**src/rtl/hgcal_fc_codes_pkg.sv**
```systemverilog
`default_nettype none
// ============================================================================
// Module      : hgcal_fc_codes_pkg
// Description : Fast-control code table, command and receiver-state enums
//               for the HGCAL fast-control link. Shared by the encoder
//               (single-shot manager) and the decoder.
// Contents    : C_CODE_* 8-bit line codes, fc_cmd_e, fc_state_e,
//               fc_decode() / fc_encode() helpers.
// Revision    : 1.0 - initial release
// ============================================================================
package hgcal_fc_codes_pkg;

    // Line codes. No rotation of IDLE equals IDLE, so the word boundary
    // found by searching for IDLE is unique.
    localparam logic [7:0] C_CODE_IDLE         = 8'hAC;
    localparam logic [7:0] C_CODE_L1A          = 8'h4B;
    localparam logic [7:0] C_CODE_BCR          = 8'h5A;
    localparam logic [7:0] C_CODE_OCR          = 8'h2D;
    localparam logic [7:0] C_CODE_LINK_RESET   = 8'h78;
    localparam logic [7:0] C_CODE_CALPULSE_INT = 8'h66;
    localparam logic [7:0] C_CODE_CALPULSE_EXT = 8'h99;

    typedef enum logic [2:0] {
        CMD_IDLE       = 3'd0,
        CMD_L1A        = 3'd1,
        CMD_BCR        = 3'd2,
        CMD_OCR        = 3'd3,
        CMD_LINK_RESET = 3'd4,
        CMD_CAL_INT    = 3'd5,
        CMD_CAL_EXT    = 3'd6,
        CMD_INVALID    = 3'd7
    } fc_cmd_e;

    typedef enum logic [1:0] {
        ST_SEARCH  = 2'd0,
        ST_CONFIRM = 2'd1,
        ST_LOCKED  = 2'd2
    } fc_state_e;

    // Map an aligned 8-bit word to a command; anything off-table is INVALID.
    function automatic fc_cmd_e fc_decode(input logic [7:0] word);
        fc_cmd_e cmd;
        case (word)
            C_CODE_IDLE:         cmd = CMD_IDLE;
            C_CODE_L1A:          cmd = CMD_L1A;
            C_CODE_BCR:          cmd = CMD_BCR;
            C_CODE_OCR:          cmd = CMD_OCR;
            C_CODE_LINK_RESET:   cmd = CMD_LINK_RESET;
            C_CODE_CALPULSE_INT: cmd = CMD_CAL_INT;
            C_CODE_CALPULSE_EXT: cmd = CMD_CAL_EXT;
            default:             cmd = CMD_INVALID;
        endcase
        return cmd;
    endfunction

    // Encoder-side inverse; INVALID is sent as IDLE.
    function automatic logic [7:0] fc_encode(input fc_cmd_e cmd);
        logic [7:0] word;
        case (cmd)
            CMD_L1A:        word = C_CODE_L1A;
            CMD_BCR:        word = C_CODE_BCR;
            CMD_OCR:        word = C_CODE_OCR;
            CMD_LINK_RESET: word = C_CODE_LINK_RESET;
            CMD_CAL_INT:    word = C_CODE_CALPULSE_INT;
            CMD_CAL_EXT:    word = C_CODE_CALPULSE_EXT;
            default:        word = C_CODE_IDLE;
        endcase
        return word;
    endfunction

endpackage
`default_nettype wire

```
**src/rtl/hgcal_fc_word_align.sv**
```systemverilog
`default_nettype none
// ============================================================================
// Module      : hgcal_fc_word_align
// Description : Word aligner. Holds the previous raw word and selects the
//               8-bit aligned word out of the 16-bit window
//               {prev_word, rx_word} at bit offset phase.
// Ports       : clk40   - 40 MHz BX clock
//               reset   - asynchronous active-high reset
//               rx_word - raw deserialised word (arbitrary bit phase)
//               phase   - alignment offset 0..7 (0 = rx_word unchanged)
//               aligned - aligned word (combinational)
// Revision    : 1.0 - initial release
// ============================================================================
module hgcal_fc_word_align (
    input  logic       clk40,
    input  logic       reset,
    input  logic [7:0] rx_word,
    input  logic [2:0] phase,
    output logic [7:0] aligned
);

    logic [7:0]  r_prev_word;
    logic [15:0] w_window;

    always_ff @(posedge clk40 or posedge reset) begin
        if (reset) begin
            r_prev_word <= 8'h00;
        end else begin
            r_prev_word <= rx_word;
        end
    end

    assign w_window = {r_prev_word, rx_word};

    // Zero-extended index keeps the select base as wide as the window
    // address; the highest offset (7) still lands inside the window.
    assign aligned = w_window[{1'b0, phase} +: 8];

endmodule
`default_nettype wire

```
**src/rtl/hgcal_fc_decoder_single_shot.sv**
```systemverilog
`default_nettype none
// ============================================================================
// Module      : hgcal_fc_decoder_single_shot
// Description : Fast-control receiver. Searches the 8-bit/BX stream for the
//               IDLE word boundary, confirms it over LOCK_COUNT consecutive
//               IDLEs, then decodes each aligned word into one-cycle command
//               pulses and counts invalid words.
// Ports       : clk40            - 40 MHz BX clock
//               reset            - asynchronous active-high reset
//               rx_word[7:0]     - raw deserialised word
//               err_clear        - synchronous clear of err_count
//               locked           - high while LOCKED
//               phase[2:0]       - current alignment offset
//               cmd_*            - one-cycle command pulses (latency 1)
//               cmd_invalid      - invalid word seen while LOCKED
//               err_count[ERR_W] - saturating invalid-word counter
// Revision    : 1.0 - initial release
// ============================================================================
module hgcal_fc_decoder_single_shot
    import hgcal_fc_codes_pkg::*;
#(
    parameter int LOCK_COUNT   = 16,
    parameter int UNLOCK_COUNT = 4,
    parameter int ERR_W        = 16
) (
    input  logic             clk40,
    input  logic             reset,
    input  logic [7:0]       rx_word,
    input  logic             err_clear,
    output logic             locked,
    output logic [2:0]       phase,
    output logic             cmd_l1a,
    output logic             cmd_bcr,
    output logic             cmd_ocr,
    output logic             cmd_link_reset,
    output logic             cmd_calpulse_int,
    output logic             cmd_calpulse_ext,
    output logic             cmd_invalid,
    output logic [ERR_W-1:0] err_count
);

    localparam int C_IDLE_W = $clog2(LOCK_COUNT + 1);
    localparam int C_BAD_W  = $clog2(UNLOCK_COUNT + 1);

    localparam logic [C_IDLE_W-1:0] C_LOCK_TARGET   = C_IDLE_W'(LOCK_COUNT);
    localparam logic [C_BAD_W-1:0]  C_UNLOCK_TARGET = C_BAD_W'(UNLOCK_COUNT);

    fc_state_e           r_state;
    logic [2:0]          r_phase;
    logic [C_IDLE_W-1:0] r_idle_cnt;
    logic [C_BAD_W-1:0]  r_bad_cnt;
    logic [ERR_W-1:0]    r_err_count;
    logic                r_locked;
    logic                r_cmd_l1a;
    logic                r_cmd_bcr;
    logic                r_cmd_ocr;
    logic                r_cmd_link_reset;
    logic                r_cmd_cal_int;
    logic                r_cmd_cal_ext;
    logic                r_cmd_invalid;

    logic [7:0]          w_aligned;
    fc_cmd_e             w_cmd;
    logic [C_IDLE_W-1:0] w_idle_inc;
    logic [C_BAD_W-1:0]  w_bad_inc;
    logic                w_count_err;

    hgcal_fc_word_align u_word_align (
        .clk40   (clk40),
        .reset   (reset),
        .rx_word (rx_word),
        .phase   (r_phase),
        .aligned (w_aligned)
    );

    assign w_cmd       = fc_decode(w_aligned);
    assign w_idle_inc  = r_idle_cnt + C_IDLE_W'(1);
    assign w_bad_inc   = r_bad_cnt + C_BAD_W'(1);
    assign w_count_err = (r_state == ST_LOCKED) && (w_cmd == CMD_INVALID);

    always_ff @(posedge clk40 or posedge reset) begin
        if (reset) begin
            r_state          <= ST_SEARCH;
            r_phase          <= 3'd0;
            r_idle_cnt       <= '0;
            r_bad_cnt        <= '0;
            r_locked         <= 1'b0;
            r_cmd_l1a        <= 1'b0;
            r_cmd_bcr        <= 1'b0;
            r_cmd_ocr        <= 1'b0;
            r_cmd_link_reset <= 1'b0;
            r_cmd_cal_int    <= 1'b0;
            r_cmd_cal_ext    <= 1'b0;
            r_cmd_invalid    <= 1'b0;
        end else begin
            // Pulses are single-cycle unless re-armed below by this word.
            r_cmd_l1a        <= 1'b0;
            r_cmd_bcr        <= 1'b0;
            r_cmd_ocr        <= 1'b0;
            r_cmd_link_reset <= 1'b0;
            r_cmd_cal_int    <= 1'b0;
            r_cmd_cal_ext    <= 1'b0;
            r_cmd_invalid    <= 1'b0;

            case (r_state)
                ST_SEARCH: begin
                    if (w_cmd == CMD_IDLE) begin
                        r_state    <= ST_CONFIRM;
                        r_idle_cnt <= C_IDLE_W'(1);
                    end else begin
                        r_phase <= r_phase + 3'd1;
                    end
                end

                ST_CONFIRM: begin
                    if (w_cmd == CMD_IDLE) begin
                        if (w_idle_inc == C_LOCK_TARGET) begin
                            r_state    <= ST_LOCKED;
                            r_locked   <= 1'b1;
                            r_bad_cnt  <= '0;
                            r_idle_cnt <= '0;
                        end else begin
                            r_idle_cnt <= w_idle_inc;
                        end
                    end else begin
                        // A valid command here means the boundary is wrong
                        // or the link is not yet quiet: restart the search.
                        r_state    <= ST_SEARCH;
                        r_phase    <= r_phase + 3'd1;
                        r_idle_cnt <= '0;
                    end
                end

                ST_LOCKED: begin
                    case (w_cmd)
                        CMD_L1A:        r_cmd_l1a        <= 1'b1;
                        CMD_BCR:        r_cmd_bcr        <= 1'b1;
                        CMD_OCR:        r_cmd_ocr        <= 1'b1;
                        CMD_LINK_RESET: r_cmd_link_reset <= 1'b1;
                        CMD_CAL_INT:    r_cmd_cal_int    <= 1'b1;
                        CMD_CAL_EXT:    r_cmd_cal_ext    <= 1'b1;
                        default: ;
                    endcase

                    if (w_cmd == CMD_INVALID) begin
                        r_cmd_invalid <= 1'b1;
                        if (w_bad_inc == C_UNLOCK_TARGET) begin
                            // Phase is kept: the search resumes from the
                            // last known boundary.
                            r_state   <= ST_SEARCH;
                            r_locked  <= 1'b0;
                            r_bad_cnt <= '0;
                        end else begin
                            r_bad_cnt <= w_bad_inc;
                        end
                    end else begin
                        r_bad_cnt <= '0;
                    end
                end

                default: begin
                    r_state    <= ST_SEARCH;
                    r_locked   <= 1'b0;
                    r_idle_cnt <= '0;
                    r_bad_cnt  <= '0;
                end
            endcase
        end
    end

    // Error counter: clear has priority over a coincident invalid word.
    always_ff @(posedge clk40 or posedge reset) begin
        if (reset) begin
            r_err_count <= '0;
        end else if (err_clear) begin
            r_err_count <= '0;
        end else if (w_count_err && !(&r_err_count)) begin
            r_err_count <= r_err_count + ERR_W'(1);
        end
    end

    assign locked           = r_locked;
    assign phase            = r_phase;
    assign cmd_l1a          = r_cmd_l1a;
    assign cmd_bcr          = r_cmd_bcr;
    assign cmd_ocr          = r_cmd_ocr;
    assign cmd_link_reset   = r_cmd_link_reset;
    assign cmd_calpulse_int = r_cmd_cal_int;
    assign cmd_calpulse_ext = r_cmd_cal_ext;
    assign cmd_invalid      = r_cmd_invalid;
    assign err_count        = r_err_count;

endmodule
`default_nettype wire

```
**config.mk**
```make
export PLATFORM = sky130hd
export DESIGN_NAME = hgcal_fc_decoder_single_shot
export DESIGN_NICKNAME = d
export VERILOG_FILES = /design/src/rtl/hgcal_fc_codes_pkg.sv /design/src/rtl/hgcal_fc_word_align.sv /design/src/rtl/hgcal_fc_decoder_single_shot.sv
export SDC_FILE = /design/constraint.sdc
export NUM_CORES = 1
export LEC_CHECK = 0
export BUFFER_PORTS_ARGS = -buffer_cell sky130_fd_sc_hd__buf_4
export CAP_MARGIN = 15
export CELL_PAD_IN_SITES_DETAIL_PLACEMENT = 0
export CELL_PAD_IN_SITES_GLOBAL_PLACEMENT = 1
export CORE_ASPECT_RATIO = 1.5
export CORE_MARGIN = 3
export CORE_UTILIZATION = 40
export CTS_CLUSTER_DIAMETER = 150
export CTS_CLUSTER_SIZE = 40
export DETAILED_ROUTE_END_ITERATION = 12
export GPL_TIMING_DRIVEN = 0
export PLACE_DENSITY = 0.79
export SYNTH_ARGS = -nofsm -noshare
export SYNTH_HDL_FRONTEND = slang
export SYNTH_HIERARCHICAL = 1
export SYNTH_SLANG_ARGS = --single-unit
```
**constraint.sdc**
```tcl
create_clock -name clk40 -period 5.4 [get_ports clk40]
set_input_delay 1.08 -clock clk40 [delete_from_list [all_inputs] [get_ports clk40]]
set_output_delay 1.08 -clock clk40 [all_outputs]
set_load 0.1 [all_outputs]
```
# Word-level counts from Yosys, hierarchy flattened
# Cells that the tools add are included.
# op_classes
n_addsub,4
eq_ne,24
n_shift,1
n_mux,37
bitwise,3
reduce_logical,13
# ops
operator,count
"== test 8 x 7 -> 1 bit, second input constant",4
2-to-1 mux 16 bit,2
one-hot mux 3 bit (7 select lines),1
2-to-1 mux 1 bit,18
"adder 16 x 1 -> 16 bit, second input constant",1
"== test 8 bit, second input constant",2
AND reduction 16 bit,1
indexed part select 16 x 4 -> 8 bit,1
"== test 3 bit, second input constant",5
2-to-1 mux 5 bit,3
one-hot mux 5 bit (3 select lines),1
2-to-1 mux 3 bit,4
2-to-1 mux 2 bit,5
one-hot mux 3 bit (3 select lines),1
"== test 8 x 6 -> 1 bit, second input constant",1
"adder 3 x 1 -> 3 bit, second input constant",2
"== test 3 x 2 -> 1 bit, second input constant",2
"!= test 2 bit, second input constant",3
one-hot mux 2 bit (3 select lines),1
"adder 5 x 1 -> 5 bit, second input constant",1
"== test 5 bit, second input constant",1
AND reduction 5 bit,1
"!= test 2 x 1 -> 1 bit, second input constant",2
AND reduction 2 bit,2
other kinds (14),17
# word_totals
reg_bits,45
inputBits,11
output_inout_bits,27
wordCells,96

# Logic depth before layout (Yosys ltp)
# Gate-level depths: netlist of the first run.
# depth
depth_word,8
mapped_depth,12
mapped_depth_nobuf,8

# Hierarchy
# The synthesis of the first run kept the hierarchy.
# by_module_without_submodules
module,instances,cells_each,area_each_um2,seq_area_each_um2
hgcal_fc_decoder_single_shot,1,217,2052.0,925.9
hgcal_fc_word_align,1,56,618.1,175.2

# Worst setup path before layout of the first run
# OpenSTA, ideal clock, no wires.
# synth_path
path_type,register to register
startpoint,"register r_phase[0], in the netlist phase[0]"
endpoint,"register r_err_count[12], in the netlist err_count[12]"
setup_time_ps,78
t_arrival_ps,3238
required_ps,5322
slack_ps,2084
stages_incl_launch_ff,12
path_buffers,3
synth_period_minus_slack_ps,3316
path_cell_list,dfrtp_1 buf_6 buf_12 mux2i_1 o22ai_1 a221o_1 nor4bb_1 o21ai_1 nand4_1 buf_2 or4_1 a21oi_1
# synth_between
elab_chain_len,7
# synth_lines
element,line_no,rtl
from (decl),hgcal_fc_decoder_single_shot.sv:49,logic [2:0] r_phase;
from (signal assigned),hgcal_fc_decoder_single_shot.sv:111,r_phase <= r_phase + 3'd1;
from (signal assigned),hgcal_fc_decoder_single_shot.sv:129,r_phase <= r_phase + 3'd1;
indexed part select 16 x 4 -> 8 bit *,hgcal_fc_word_align.sv:37,"assign aligned = w_window[{1'b0, phase} +: 8];"
named net w_aligned[2],hgcal_fc_decoder_single_shot.sv:62,logic [7:0] w_aligned;
"== test 8 bit, or another cell as far along",hgcal_fc_codes_pkg.sv:43,case (word)
one-hot mux 3 bit (7 select lines) *,hgcal_fc_codes_pkg.sv:43,
== test 3 bit *,hgcal_fc_decoder_single_shot.sv:79,assign w_count_err = (r_state == ST_LOCKED) && (w_cmd == CMD_INVALID);
logical AND 1 bit *,hgcal_fc_decoder_single_shot.sv:79,
logical AND 1 bit *,hgcal_fc_decoder_single_shot.sv:177,end else if (w_count_err && !(&r_err_count)) begin
nonzero test 2 bit (no source line) *,-,
to (signal assigned),hgcal_fc_decoder_single_shot.sv:178,r_err_count <= r_err_count + ERR_W'(1);
to (decl),hgcal_fc_decoder_single_shot.sv:52,logic [ERR_W-1:0] r_err_count;
# Mark *: on every way through the listed nets, which the timed path passes. The rest lies on a longest branch.
# A chain may end at the register's enable or synchronous reset.

# Worst setup path in the final report of the first run
# layout_path
startpoint,input rx_word[4]
endpoint,register r_bad_cnt[1]
# layout_between
elab_chain_len,6
# layout_lines
element,line_no,rtl
from (decl),hgcal_fc_decoder_single_shot.sv:28,"input logic [7:0] rx_word,"
indexed part select 16 x 4 -> 8 bit *,hgcal_fc_word_align.sv:37,
named net w_aligned[4],hgcal_fc_decoder_single_shot.sv:62,
"== test 8 bit, or another cell as far along",hgcal_fc_codes_pkg.sv:43,
one-hot mux 3 bit (7 select lines) *,hgcal_fc_codes_pkg.sv:43,
== test 3 bit or zero test 3 bit (tied branches),"hgcal_fc_decoder_single_shot.sv:145, hgcal_fc_decoder_single_shot.sv:116",
2-to-1 mux 3 bit or != test 2 bit (tied branches),-,
one-hot mux 3 bit (3 select lines) or AND reduction 3 bit (tied branches),-,
to (signal assigned),hgcal_fc_decoder_single_shot.sv:154,r_bad_cnt <= w_bad_inc;
to (decl),hgcal_fc_decoder_single_shot.sv:51,logic [C_BAD_W-1:0] r_bad_cnt;
# Marks and branches as above.

==> results_dict.tcl, run 1 <==
set metrics [dict create \
    synth_nets 289 \
    cts_made_buffers 5 \
    slew_headroom_pct 43.1 \
    crit_type "input port to flip-flop" \
    grt_max_degree 38 \
    status "finished clean" \
    finalSetupTns_ns 0 \
    layout.nets 332 \
    p_switching_uw 500 \
    yosysWarnings 6 \
    final_core_util_pct 49.8 \
    hp-start "r_bad_cnt[2]$_DFFE_PP0P_" \
    drtPass1Iterations 4 \
    p_int_uw 743 \
    critPathMaxFanout 10 \
    combinationalPowerShare_pct 50.1 \
    finalHoldViolCount 0 \
    crit_required_ns 5.59 \
    core_area_mm2 0.00631 \
    p_leak_uw 0.00133 \
    finalPower_uw 1240 \
    startpoint_type "input port" \
    grt_pass1_wl_um 10900 \
    dp_hpwl_um 4730 \
    viasPerCell 5.88 \
    htreeDepth 2 \
    die_x_um 72.7 \
    period_needed_ns 3.46 \
    boundaryPins 38 \
    synth_edf_count 0 \
    cts_root_buffer "clkbuf_8" \
    sw_frac_of_total_pct 40.2 \
    endpoint_kind "flip-flop" \
    cts.sinks 44 \
    r2r_start "phase[0]$_DFFE_PP0P_" \
    antenna_left 0 \
    whs_path_depth 1 \
    grt-ovfl-total 0 \
    multi_input_area_mm2 0.00147 \
    port_buffers 36 \
    rsz0062_at_grt "false" \
    post-route-drc-count 0 \
    post-route-period-util_pct 64.1 \
    post_cts_resized 0 \
    rows 35 \
    finClkSkew_ns 0.00812 \
    cts_max_path_buffers 2 \
    place.gp.congestion 0.805 \
    syn_inst 273 \
    cap_viol_max_count 0 \
    synth-seq-cells 44 \
    path_clk_slew_ns 0.09 \
    hold_buffers 0 \
    grt_util_all_layers_pct 17.5 \
    clk_latency_ns 0.30 \
    postCtsSetupBuffers 0 \
    rrSetupSlack_ns 2.15 \
    antenna_cells 0 \
    arrival_ns 3.65 \
    hold_end "r_bad_cnt[2]$_DFFE_PP0P_" \
    async_reset_ff_share_pct 100 \
    hp-class "flip-flop to flip-flop" \
    synth_top_flop_cell "dfrtp_1" \
    synth_area_mm2 0.00267 \
    drive_gt1_share_pct 20.5 \
    tritoncts "yes" \
    layout-area-overhead-vs-synth_pct 17.6 \
    seq_area_mm2 0.00110 \
    synth_seq_area_share_pct 41.2 \
    grt_pass1_vias 2303 \
    dieArea_mm2 0.00771 \
    worst_slew_pin_slew_ns 0.844 \
    avgSynthCellArea_um2 9.78 \
    ir_drop_mv 0.443 \
    antenna_found_initial 0 \
    die_h_um 106 \
    seqPwrFrac_pct 29.5 \
    reg2reg_depth 10 \
    max_freq_mhz 289 \
    wirelength_um 6300 \
    first_iter_violations 108 \
    yosys.cell_types.count 48 \
    p_per_area_mw_per_mm2 396 \
    start_util_pct 42.3 \
    r2r-end "r_bad_cnt[1]$_DFFE_PP0P_" \
    nFillCells 639 \
    slew_violations 0 \
    vias 2300 \
    clockPowerShare_pct 20.4 \
    setup_viol 0 \
    wl_per_cell_um 16.1 \
]
## power groups by stage
stage | registers [µW] | clock network, µW | logic, µW
after floorplan | 452 | 0 | 424
after global placement | 372 | 0 | 615
after detailed placement | 374 | 0 | 623
after CTS | 367 | 263 | 626
after global routing | 370 | 275 | 683
final | 366 | 254 | 623
## cells by family (layout without fill, tap and decap cells)
logic type                 Yosys count  count (layout)  synth area share (%)
muxes                               28              28                  11.6
AOI/OAI and AO/OA                   62              62                  14.7
buffers and inverters               18              62                  3.84
DFF                                 44              44                  41.2
and+or+nand+nor                    114             114                  25.6
adders and majority gates            5               5                  2.34
xor gates and xnor gates             2               2                 0.656
## layer usage
metal  global-route usage [%]  up-vias  routed length [µm]
li1                         -     1119                   -
met1                     20.3     1099                2470
met2                     31.6       68                3370
met3                     2.74       14                 313
met4                     6.07        0                 144
met5                        0        -                   0
## layout by cell type, fill, tap and decap left out, types with 5 or more instances in the layout
cell / netlist / final
nor2_1: 19 / 19
nor2b_1: 5 / 5
o21ai_0: 16 / 16
inv_1: 7 / 6
dfrtp_1: 44 / 44
buf_4: 0 / 36
nor4bb_1: 13 / 13
clkbuf_8: 0 / 5
o31ai_1: 8 / 8
clkbuf_1: 5 / 6
mux2_2: 9 / 9
nand2b_1: 9 / 9
nand4_1: 6 / 6
ha_1: 5 / 5
or4_1: 8 / 8
nand3_1: 9 / 9
a21oi_1: 14 / 14
nand2_1: 21 / 21
mux2i_1: 14 / 14
## registers in the layout, indices dropped and copies added, names as in the netlist, 2 cells and up
| register | flops |
|---|---|
| err_count | 16 |
| r_idle_cnt | 5 |
| u_word_align/r_prev_word | 7 |
| r_bad_cnt | 3 |
| r_state | 2 |
| phase | 3 |
## worst max-delay path: stages
cell and delay, ns:
buf_4 0.10, mux2_1 0.16, mux2i_1 0.07, o21ai_0 0.66, nor4bb_1 0.43, o21ai_1 0.17
nand4_1 0.17, clkbuf_1 0.40, nor2_1 0.14, a22o_1 0.26
## cells in the mapped netlist (2+ instances only)
library cell	n	area share, %
buf_2	3	0.56
nor4bb_1	13	4.9
clkbuf_1	5	0.70
or4bb_1	2	0.84
mux2_1	2	0.84
nand3_1	9	1.7
inv_1	7	0.98
and4_1	3	0.98
nand4_1	6	1.4
buf_6	2	0.84
mux2_2	9	3.8
and3_1	4	0.94
nand2_1	21	3.0
o22ai_1	4	0.94
or4_1	8	2.2
a22o_1	2	0.66
mux2i_1	14	5.2
nor2b_1	5	1.2
nand2b_1	9	2.1
dfrtp_1	44	41
o21ai_0	16	3.0
a31oi_1	2	0.47
o221ai_1	2	0.66
mux2_4	3	1.7
nor3_1	4	0.75
ha_1	5	2.3
or3_1	4	0.94
nor2_1	19	2.7
o21ai_1	3	0.56
a21oi_1	14	2.6
o31ai_1	8	2.2
a22oi_1	2	0.56
a221o_1	4	1.5
## cell type report
class / count / share of cell area (%)
clock buffers: 6 / 2.31
well taps: 74 / 2.95
flip-flops and latches: 44 / 35.1
clock inverters: 2 / 1.12
multi-input cells: 211 / 46.7
inverters: 7 / 0.837
repair buffers: 36 / 8.61
plain buffers: 11 / 2.43
## worst max path at each step
stage | start | endpoint | slack (ns) | depth (start not counted)
floorplan | phase[0]$_DFFE_PP0P_ | err_count[12]$_DFFE_PP0P_ | 2.08 | 11
global placement | rx_word[5] | r_bad_cnt[1]$_DFFE_PP0P_ | 1.74 | 10
detailed placement | rx_word[5] | r_bad_cnt[1]$_DFFE_PP0P_ | 1.66 | 10
CTS | rx_word[5] | r_bad_cnt[1]$_DFFE_PP0P_ | 1.93 | 10
global route | rx_word[4] | r_bad_cnt[1]$_DFFE_PP0P_ | 1.63 | 10
finish | rx_word[4] | r_bad_cnt[1]$_DFFE_PP0P_ | 1.94 | 10
## through the flow
step           hold slack (ns)  std cells  setup slack (ns)  area [µm²]
3_3_place_gp             0.474        383              1.74        3030
6_report                 0.502        391              1.94        3140
5_1_grt                  0.539        391              1.63        3140
2_1_floorplan            0.464        273              2.08        2670
4_1_cts                  0.504        391              1.93        3140
3_5_place_dp             0.483        383              1.66        3030
No activity file was read; power rests on OpenSTA's default activity.
==> run 2: changes to the inputs <==
- PLACE_DENSITY: 0.79 -> 0.82
- clock period: 5.4 -> 3 ns (I/O delays scaled with it)
==> run 2 against run 1 <==
Effect of this change:
- flip-flop and latch count unchanged
- sequential power increased by 92%
- clock skew increased by 0.0063 ns
- via count increased by 6.3%
- critical path type is now flip-flop to flip-flop
- highest routed layer unchanged
==> results_dict.tcl, run 2 (synthesis gave the netlist of run 1 again) <==
set metrics [dict create \
    max_freq_mhz 344 \
    dp_hpwl_um 4510 \
    arrival_ns 3.13 \
    period_needed_ns 2.91 \
    p_per_area_mw_per_mm2 780 \
    first_iter_violations 114 \
    largest_reg_flops 16 \
    grt_pass1_vias 2304 \
    rsz0062_at_grt "true" \
    drive_gt1_share_pct 34.3 \
    post-route-period-util_pct 97.0 \
    layout_common_cells "buf_4 (57), dfrtp_1 (41), nand2_1 (21)" \
    antenna_left 0 \
    vias 2446 \
    cts_max_path_buffers 2 \
    met2_length_um 3620 \
    hold_buffers 0 \
    critPathMaxFanout 6 \
    tritoncts "yes" \
    core_area_mm2 0.00631 \
    slew_violations 0 \
    cts.sinks 44 \
    dpl-instance-area_mm2 0.00304 \
    highest_layer "met4" \
    hold_ws_ns 0.230 \
    port_buffers 36 \
    hp-class "input port to asynchronous set/reset pin" \
    met1_length_um 2550 \
    p_leak_uw 0.00146 \
    finalSetupTns_ns 0 \
    endpoint_kind "flip-flop" \
    post-route-drc-count 0 \
    start_util_pct 42.3 \
    grt_max_degree 38 \
    reg2reg_depth 11 \
    die_x_um 72.7 \
    layout-area-overhead-vs-synth_pct 30.0 \
    finalHoldViolCount 0 \
    cap_viol_max_count 0 \
    crit_type "flip-flop to flip-flop" \
    die_h_um 106 \
    status "finished clean" \
    boundaryPins 38 \
    ir_drop_mv 0.698 \
    slew_headroom_pct 46.8 \
    viasPerCell 5.94 \
    antenna_cells 0 \
    dp_slack_ns -0.245 \
    crit_required_ns 3.22 \
    layout_setup_ws_ns 0.0912 \
    path_clk_slew_ns 0.09 \
    wl_per_cell_um 16.0 \
    cts_made_buffers 5 \
    wirelength_um 6600 \
    grt_pass1_wl_um 10500 \
    dieArea_mm2 0.00771 \
    setup_viol 0 \
    grt_util_all_layers_pct 16.7 \
    layout.nets 353 \
    drtPass1Iterations 4 \
    antenna_found_initial 0 \
    cts_root_buffer "clkbuf_8" \
    htreeDepth 2 \
    grt-ovfl-total 0 \
    worst_slew_pin_slew_ns 0.797 \
    finClkSkew_ns 0.0144 \
    place.gp.congestion 0.835 \
    met3_length_um 273 \
    rows 35 \
    startpoint_type "flip-flop" \
    layout_commonest_cell "buf_4" \
    clk_latency_ns 0.30 \
    design_area_mm2 0.00347 \
    final_core_util_pct 55.0 \
]
==> run 2: cell count changes in the layout (fill, tap and decap cells not counted), sizes merged <==
cell	before	now
a221o	4	5
buf	42	63
clkbuf	11	9
clkinv	1	0
clkinvlp	0	1
inv	7	8
==> run 2: report_power, final <==
group / switching (µW) / total, µW / internal (µW)
Clock: 215 / 466 / 251
Sequential: 65.3 / 701 / 636
Combinational: 782 / 1540 / 760
==> run 2: area by class of cell <==
cell class / count / area (µm²)
fillers: 586 / 2840
multi-input cells: 212 / 1620
flip-flops and latches: 44 / 1110
repair buffers: 58 / 443
well taps: 74 / 92.6
clock buffers: 5 / 68.8
plain buffers: 9 / 67.6
clock inverters: 3 / 46.3
inverters: 7 / 26.3
==> run 2: path summary, 6_finish.rpt <==
| check | start | to | slack, ns |
|---|---|---|---|
| worst max-delay path | phase[0]$_DFFE_PP0P_ | err_count[10]$_DFFE_PP0P_ | 0.09 |
| worst min-delay path | reset | u_word_align/r_prev_word[4]$_DFF_PP0_ | 0.23 |
| worst max register to register | phase[0]$_DFFE_PP0P_ | err_count[10]$_DFFE_PP0P_ | 0.09 |
| worst min register to register | phase[2]$_DFFE_PP0P_ | phase[2]$_DFFE_PP0P_ | 0.50 |
| max in group asynchronous | reset | phase[1]$_DFFE_PP0P_ | 1.96 |
| min in group clk40 | rx_word[0] | u_word_align/r_prev_word[0]$_DFF_PP0_ | 0.42 |
==> run 2: through the flow <==
| step | cells | total power, µW |
|---|---|---|
| finish | 412 | 2710 |
| global route | 412 | 2870 |
| CTS | 394 | 2350 |
| detailed placement | 383 | 1800 |
| global placement | 383 | 1790 |
| floorplan | 273 | 1590 |
==> run 2: timing repair <==
item | 4_1_cts | 5_1_grt
gates resized for setup | 9 | 37
cloned | 0 | 2
buffers inserted | 3 | 18
pin swaps | 4 | 13
endpoints found under the setup margin | 23 | 24
==> run 2: metal layers <==
layer | global-route usage, % | vias to the layer above
li1 | - | 1162
met1 | 19.4 | 1198
met2 | 29.5 | 67
met3 | 3.03 | 19
met4 | 6.60 | 0
met5 | 0 | -
==> run 2: worst max-delay path, stage by stage (launching register included) <==
cell and delay, ns:
dfrtp_4 0.54, buf_4 0.16, mux2i_1 0.17, o22ai_1 0.12, a221o_2 0.37, nor4bb_1 0.16, o21ai_1 0.24, nand4_1 0.13
buf_4 0.17, buf_4 0.13, or4_1 0.49, a21oi_1 0.15
